===== config.mk =====
export PLATFORM = sky130hd
export DESIGN_NAME = ucie_ig_buf
export DESIGN_NICKNAME = d
export VERILOG_FILES = /design/src/rtl/ucie_ig_buf.sv
export SDC_FILE = /design/constraint.sdc
export NUM_CORES = 2
export LEC_CHECK = 0
export BUFFER_PORTS_ARGS = -buffer_cell sky130_fd_sc_hd__buf_4
export CORE_ASPECT_RATIO = 1.2
export CORE_MARGIN = 8
export CORE_UTILIZATION = 65
export CTS_CLUSTER_SIZE = 28
export DETAILED_ROUTE_END_ITERATION = 10
export PLACE_DENSITY = 0.82
export SLEW_MARGIN = 20
export SYNTH_ARGS = -nofsm -noshare
export SYNTH_HDL_FRONTEND = slang
export SYNTH_SLANG_ARGS = --single-unit

===== constraint.sdc =====
create_clock -name i_hclk -period 6.9 [get_ports i_hclk]
set_input_delay 1.035 -clock i_hclk [delete_from_list [all_inputs] [get_ports i_hclk]]
set_output_delay 1.035 -clock i_hclk [all_outputs]
set_load 0.1 [all_outputs]

===== src/rtl/ucie_ig_buf.sv =====
// ---------------------------------------------------------------------------
// ucie_ig_buf -- ingress pattern replay buffer for the UCIe test datapath.
//
// Software loads 32-bit words one at a time (rising edge of i_ig_wdata_upd
// while i_ig_wdata_en is high). A programmed inclusive pointer range is then
// replayed toward the TX serializer as a valid/ready stream, either once or
// in loops. Reads never consume entries.
//
// Optional feature macro: UCIE_IG_OVF_WRAP_EN
//   defined     : a write while full overwrites mem[wr_ptr] and advances wr_ptr
//   not defined : a write while full is discarded
//   Either way the sticky overflow flag sets.
//
// Ports:
//   i_hclk, i_hresetn          clock, asynchronous active-low reset
//   i_ig_loop_mode             0 single pass, 1 loop
//   i_ig_num_loops[3:0]        passes in loop mode, 0 = infinite
//   i_ig_load_ptr              rising edge starts playback, low aborts
//   i_ig_start_ptr/stop_ptr    inclusive playback range
//   i_ig_wdata_clr             level clear of write side and playback
//   i_ig_wdata_hold            level gate on o_tx_valid
//   i_ig_wdata_en/upd/wdata    write enable, write strobe (edge), write data
//   o_ig_empty/full            occupancy status
//   o_ig_write_done            sticky: a write landed at stop_ptr
//   o_ig_overflow              sticky: a write arrived while full
//   o_tx_valid/o_tx_data       playback stream, i_tx_ready downstream accept
// ---------------------------------------------------------------------------
module ucie_ig_buf #(
    parameter int DWIDTH = 32,
    parameter int DEPTH  = 32,
    localparam int PTR_W = $clog2(DEPTH)
) (
    input  logic              i_hclk,
    input  logic              i_hresetn,
    input  logic              i_ig_loop_mode,
    input  logic [3:0]        i_ig_num_loops,
    input  logic              i_ig_load_ptr,
    input  logic [PTR_W-1:0]  i_ig_start_ptr,
    input  logic [PTR_W-1:0]  i_ig_stop_ptr,
    input  logic              i_ig_wdata_clr,
    input  logic              i_ig_wdata_hold,
    input  logic              i_ig_wdata_en,
    input  logic              i_ig_wdata_upd,
    input  logic [DWIDTH-1:0] i_ig_wdata,
    output logic              o_ig_empty,
    output logic              o_ig_full,
    output logic              o_ig_write_done,
    output logic              o_ig_overflow,
    output logic              o_tx_valid,
    output logic [DWIDTH-1:0] o_tx_data,
    input  logic              i_tx_ready
);

    typedef enum logic [1:0] {
        ST_IDLE = 2'd0,
        ST_LOAD = 2'd1,
        ST_PLAY = 2'd2,
        ST_DONE = 2'd3
    } state_t;

    state_t            state_reg;
    logic [DWIDTH-1:0] mem_reg [DEPTH];
    logic [PTR_W-1:0]  wr_ptr_reg;
    logic [PTR_W-1:0]  rd_ptr_reg;
    logic [PTR_W:0]    count_reg;
    logic [3:0]        pass_cnt_reg;
    logic              upd_q_reg;
    logic              load_q_reg;
    logic              overflow_reg;
    logic              write_done_reg;

    logic              full;
    logic              wr_fire;
    logic              mem_we;
    logic              load_rise;
    logic              beat;
    logic              last_pass;
    logic [PTR_W-1:0]  wr_ptr_next;
    logic [PTR_W-1:0]  rd_ptr_inc;
    logic [DEPTH-1:0]  we_vec;

    assign full      = (count_reg == (PTR_W+1)'(DEPTH));
    // Clear has priority, so a write in a clear cycle is simply not fired.
    assign wr_fire   = i_ig_wdata_upd && !upd_q_reg && i_ig_wdata_en && !i_ig_wdata_clr;
`ifdef UCIE_IG_OVF_WRAP_EN
    assign mem_we    = wr_fire;
`else
    assign mem_we    = wr_fire && !full;
`endif
    assign load_rise = i_ig_load_ptr && !load_q_reg;
    assign beat      = o_tx_valid && i_tx_ready;
    // Widened compare so pass_cnt+1 cannot alias back to a small num_loops.
    assign last_pass = (i_ig_num_loops != 4'd0) &&
                       (({1'b0, pass_cnt_reg} + 5'd1) == {1'b0, i_ig_num_loops});

    assign wr_ptr_next = (wr_ptr_reg == PTR_W'(DEPTH-1)) ? '0 : wr_ptr_reg + 1'b1;
    assign rd_ptr_inc  = (rd_ptr_reg == PTR_W'(DEPTH-1)) ? '0 : rd_ptr_reg + 1'b1;

    // One-hot write enable per entry.
    for (genvar gi = 0; gi < DEPTH; gi++) begin : g_we
        assign we_vec[gi] = mem_we && (wr_ptr_reg == PTR_W'(gi));
    end

    always_ff @(posedge i_hclk or negedge i_hresetn) begin
        if (!i_hresetn) begin
            for (int i = 0; i < DEPTH; i++) begin
                mem_reg[i] <= '0;
            end
        end else begin
            for (int i = 0; i < DEPTH; i++) begin
                if (we_vec[i]) begin
                    mem_reg[i] <= i_ig_wdata;
                end
            end
        end
    end

    // Write side: pointers, occupancy and sticky status.
    always_ff @(posedge i_hclk or negedge i_hresetn) begin
        if (!i_hresetn) begin
            upd_q_reg      <= 1'b0;
            load_q_reg     <= 1'b0;
            wr_ptr_reg     <= '0;
            count_reg      <= '0;
            overflow_reg   <= 1'b0;
            write_done_reg <= 1'b0;
        end else begin
            upd_q_reg  <= i_ig_wdata_upd;
            load_q_reg <= i_ig_load_ptr;
            if (i_ig_wdata_clr) begin
                wr_ptr_reg     <= '0;
                count_reg      <= '0;
                overflow_reg   <= 1'b0;
                write_done_reg <= 1'b0;
            end else if (wr_fire) begin
                if (full) begin
                    overflow_reg <= 1'b1;
                end else begin
                    count_reg <= count_reg + 1'b1;
                end
                if (mem_we) begin
                    wr_ptr_reg <= wr_ptr_next;
                    if (wr_ptr_reg == i_ig_stop_ptr) begin
                        write_done_reg <= 1'b1;
                    end
                end
            end
        end
    end

    // Playback FSM.
    always_ff @(posedge i_hclk or negedge i_hresetn) begin
        if (!i_hresetn) begin
            state_reg    <= ST_IDLE;
            rd_ptr_reg   <= '0;
            pass_cnt_reg <= '0;
        end else if (i_ig_wdata_clr) begin
            state_reg <= ST_IDLE;
        end else begin
            case (state_reg)
                ST_IDLE: begin
                    if (load_rise && (count_reg != '0)) begin
                        state_reg <= ST_LOAD;
                    end
                end
                ST_LOAD: begin
                    rd_ptr_reg   <= i_ig_start_ptr;
                    pass_cnt_reg <= '0;
                    state_reg    <= ST_PLAY;
                end
                ST_PLAY: begin
                    if (!i_ig_load_ptr) begin
                        state_reg <= ST_IDLE;
                    end else if (beat) begin
                        if (rd_ptr_reg != i_ig_stop_ptr) begin
                            rd_ptr_reg <= rd_ptr_inc;
                        end else begin
                            pass_cnt_reg <= pass_cnt_reg + 1'b1;
                            if (!i_ig_loop_mode || last_pass) begin
                                state_reg <= ST_DONE;
                            end else begin
                                rd_ptr_reg <= i_ig_start_ptr;
                            end
                        end
                    end
                end
                ST_DONE: begin
                    if (load_rise) begin
                        state_reg <= ST_LOAD;
                    end else if (!i_ig_load_ptr) begin
                        state_reg <= ST_IDLE;
                    end
                end
                default: state_reg <= ST_IDLE;
            endcase
        end
    end

    // Hold gates valid live so a beat can be withdrawn mid-cycle.
    assign o_tx_valid      = (state_reg == ST_PLAY) && !i_ig_wdata_hold;
    assign o_tx_data       = mem_reg[rd_ptr_reg];
    assign o_ig_empty      = (count_reg == '0);
    assign o_ig_full       = full;
    assign o_ig_overflow   = overflow_reg;
    assign o_ig_write_done = write_done_reg;

endmodule


Word level (Yosys, flattened, before mapping)
Cells that the tools add are included.
{"block": "op_classes", "addsub": 5, "n_lt_le_gt_ge": 1, "n_eq_ne": 49, "mux": 36, "bitwise_logic": 2, "n_reduce_logical": 65}
{"op": "binary-select mux 32 bit (select 5 bit)", "n": 1}
{"op": "== test 5 bit, second input constant", "n": 17}
{"op": "two-way mux 32 bit", "n": 2}
{"op": "two-way mux 5 bit", "n": 9}
{"op": "logical AND 1 bit", "n": 41}
{"op": "== test 5 x 4 -> 1 bit, second input constant", "n": 8}
{"op": "== test 5 x 3 -> 1 bit, second input constant", "n": 4}
{"op": "two-way mux 6 bit", "n": 3}
{"op": "two-way mux 2 bit", "n": 8}
{"op": "!= test 4 bit, second input constant", "n": 4}
{"op": "AND reduction 5 bit", "n": 3}
{"op": "two-way mux 4 bit", "n": 3}
{"op": "adder 5 x 1 -> 5 bit, second input constant", "n": 2}
{"op": "== test 5 x 2 -> 1 bit, second input constant", "n": 2}
{"op": "one-hot mux 5 bit (2 select lines)", "n": 1}
{"op": "nonzero test 2 bit", "n": 5}
{"op": "!= test 2 bit, second input constant", "n": 4}
{"op": "one-hot mux 2 bit (4 select lines)", "n": 1}
{"op": "one-hot mux 4 bit (2 select lines)", "n": 1}
{"op": "two-way mux 1 bit", "n": 7}
{"op": "adder 6 x 1 -> 6 bit, second input constant", "n": 1}
{"op": "== test 6 bit, second input constant", "n": 1}
{"op": "greater-or-equal comparator 6 bit, second input constant", "n": 1}
{"op": "zero test 1 bit", "n": 6}
{"op": "other kinds (19)", "n": 23}
{"block": "word_totals", "regBits": 1050, "out_inout_bits": 37, "wordCells": 199}

Depth between registers and ports, before layout
{"block": "logic_depth", "word_depth": 10, "mapped_depth": 10, "ltp_nobuf": 8}

Worst setup path after synthesis
No wires, ideal clock.
{"block": "synth_timing", "kind": "flip-flop to output port", "from": "reg rd_ptr_reg[0]", "to": "out o_tx_data[24]", "arrival_time_ns": 2.493, "required_ns": 5.865, "slack_ns": 3.372, "path_stages_with_launch": 6, "path_cell_list": "dfrtp_1 buf_6 buf_1 mux4_2 mux4_2 mux2_2"}
{"block": "synth_between", "elab_chain_cells": 4}
{"item": "start, declared", "line": "64", "source": "logic [PTR_W-1:0] rd_ptr_reg;"}
{"item": "start signal, assigned", "line": "167", "source": "rd_ptr_reg <= i_ig_start_ptr;"}
{"item": "start signal, assigned", "line": "176", "source": "rd_ptr_reg <= rd_ptr_inc;"}
{"item": "start signal, assigned", "line": "182", "source": "rd_ptr_reg <= i_ig_start_ptr;"}
{"item": "inverter 5 -> 6 bit (implied by the code)", "line": "201", "source": "assign o_tx_data = mem_reg[rd_ptr_reg];"}
{"item": "binary-select mux 32 bit (select 5 bit)", "line": "201"}
{"item": "two-way mux 32 bit (implied by the code) (2 in a row)", "line": "201"}
{"item": "end, declared", "line": "50", "source": "output logic [DWIDTH-1:0] o_tx_data,"}
No other way between the ends. The select of a mux whose other input is x is not followed.

Worst setup path in the final report
{"block": "layout_timing", "from": "reg rd_ptr_reg[1]", "to": "out o_tx_data[4]"}
The elaborated chain is that of the path after synthesis.

==> key figures <==
Global routing
  – Largest net degree at the start of global routing: 172
  – First-pass GRT wire length: 186,200 um
  – Antenna violations before repair: 3
  – Vias in the first global route: 29,230
  – Total Routing Usage GR: 0.2982
  – Total grt overflow: 0

Drt
  – Final WL: 120,600 um
  – DR iter-0 viols: 2,439
  – Initial DRT Pass Iterations: 5
  – DRT antenna net count: 0
  – Drc violations: 0
  – Vias per cell: 6.740
  – Avg WL per Cell: 30.96 um
  – DR vias: 26,250

Setup path
  – Element type at the critical path start: flip-flop
  – R2R setup slack: 3090 ps
  – Reg2reg start: count_reg[0]
  – CP Data Required Time: 5860 ps
  – Setup crit end kind: primary output
  – Worst Reg-to-Reg Cells: 8
  – CP Max Fanout: 54
  – Worst r2r dst: mem_reg[770]
  – Setup CP Type: flip-flop to primary output
  – Worst path arrival time: 4050 ps

Floorplan
  – Row cnt: 109
  – Core Footprint: 73,240 um2
  – Die outline height: 313.1 um
  – Die X: 263.6 um
  – IO Pins: 92
  – Die area: 82,510 um2
  – Initial core utilization: 0.6527

Yosys
  – Synth Cell Area: 47,800 um2
  – Async SR Flop Fraction: 1.000
  – Post-Syn Area per Cell: 16.52 um2
  – #FFs+latches synth: 1,050
  – Syn Inst Count: 2,894
  – Prevailing post-synth register cell: dfrtp_1
  – Area leader, netlist: dfrtp_1
  – Syn_nets: 2,960
  – Yosys warns: 0
  – Post-synth EDFFs: 0
  – Post-synthesis sequential area ratio: 0.5497
  – Count of cell types in the netlist: 47
  – Main area contributors after synthesis: dfrtp_1, mux2_2, mux4_2, mux2_1, clkbuf_1
  – Proportion of netlist area held by the largest area contributor: 0.5497

CTS
  – TritonCTS clock tree: yes
  – CTS Buffer Depth: 3
  – Htree depth: 3
  – Post-CTS resize count: 0
  – CTS sink cnt: 1,050
  – Root Buffer: clkbuf_16
  – Clk_lat worst skew: 650 ps
  – Postcts setup bufs: 0
  – CTS clk-pin slew, worst paths: 60 ps
  – CTS Buf Count: 102
  – # hold bufs at CTS: 0

Pwr
  – Pleak: 25.04 nW
  – VDD IR-drop max: 0.3105 mV
  – Pwr dens: 273.4 nW/um2

Finish
  – Commonest non-fill, non-tap cell in the layout: dfrtp_1
  – Fin nets: 2,934
  – Most frequent cells in the layout: dfrtp_1, mux2_2, mux4_2
  – Max reg flops: 1,024
  – Fraction of layout instances using a drive strength above 1: 0.5551
  – Layout area overhead: 10.62%

Run status
  – Status: complete, no violations

Min path
  – HP Class: input port to asynchronous set/reset pin

Timing
  – Final setup fails: 0
  – Final period demand of the worst path: 5089 ps
  – Fmax achieved: 196.5 MHz
  – Final Slew Violations: 0
  – RSZ-0062 raised after global routing: false
  – Setup Skew: 18.40 ps
  – Setup_tns: 0 ps
  – Ratio of final minimum period to clock period: 0.7376
  – Final WS setup: 1811 ps
  – Max_slew headroom: 0.2358
  – Final Hold Fails: 0
  – Worst-Margin Slew: 1144 ps

Placement
  – HPWL Detailed: 67,510 um
  – Pre-CTS WS: 2592 ps
  – PortBufs: 91
  – Gpl congestion: 0.7939

Flow run
  – Max-cap viol count: 0
-- metrics by stage --
step           instance area (um2)  instances  hold WS (ps)  utilization  power, W
2_1_floorplan                47800       2894         452.4            -  0.008044
4_1_cts                      52850       3893         431.9       0.7216   0.01454
6_report                     52880       3895         393.6       0.7220   0.01446
5_1_grt                      52880       3894         443.2       0.7220   0.01488
3_5_place_dp                 49270       3706         470.1       0.6728  0.008671
3_3_place_gp                 49250       3705         461.3       0.6725  0.008638
-- synthesized netlist by cell type, drive strengths merged, types with 7 or more instances --
cell type	instances
clkbuf	154
mux2	1056
ha	11
xor2	13
inv	7
a21oi	9
nand3b	7
o21ai	14
mux4	320
nor3b	7
dfrtp	1050
nand2	16
buf	125
nor2	44
-- metal layers --
metal  up-vias  GRT usage  share of wire
met5         -          0        0.00023
met4         4     0.1250          0.041
met3       246    0.05378          0.061
met2       876     0.4898           0.50
met1     14410     0.3953           0.40
li1      10720          -              -
-- report_power, final --
part	leakage (nW)	total (W)	switching [W]	internal (W)
Clock	1.76	0.00591	0.00238	0.00354
Sequential	14.6	0.00647	0.000199	0.00627
Combinational	8.71	0.00208	0.00131	0.000770
Total	25.0	0.0145	0.00388	0.0106
-- cell type report --
class	instances	area, um2
clock buffer	147	2994
multi-input combinational	1558	20490
clock inverter	40	584.3
sequential	1050	26290
timing repair buffer	149	1309
inverter	7	26.28
tap	943	1180
antenna	1	2.502
fill	4378	20360
-- how the worst max path moves through the flow --
stage                        startpoint            end  slack, ps
final                     rd_ptr_reg[1]   o_tx_data[4]       1810
after global routing      rd_ptr_reg[0]  o_tx_data[28]       1790
after CTS                 rd_ptr_reg[0]  o_tx_data[23]       1870
after detailed placement  rd_ptr_reg[0]  o_tx_data[23]       2590
after global placement    rd_ptr_reg[1]  o_tx_data[15]       2580
after floorplan           rd_ptr_reg[0]  o_tx_data[24]       3370
-- cell families (layout without fill, tap and decap cells) --
family / count (synthesis) / after routing / synth area share
AO/OA/AOI/OAI: 34 / 34 / 0.004267
XOR/XNOR: 19 / 19 / 0.003481
adder cells (fa/ha/maj): 11 / 11 / 0.002879
buffers and inverters: 286 / 343 / 0.02646
flip-flops: 1050 / 1050 / 0.5497
multiplexers: 1381 / 1381 / 0.4006
other: 0 / 1 / 0
AND/OR/NAND/NOR: 113 / 113 / 0.01264
-- critical path, stage by stage, from the launching register on --
cell	delay (ps)
dfrtp_4	960
buf_4	800
mux4_2	440
mux4_2	470
mux2_2	330
buf_4	250
(Power assumes the default switching activity.)
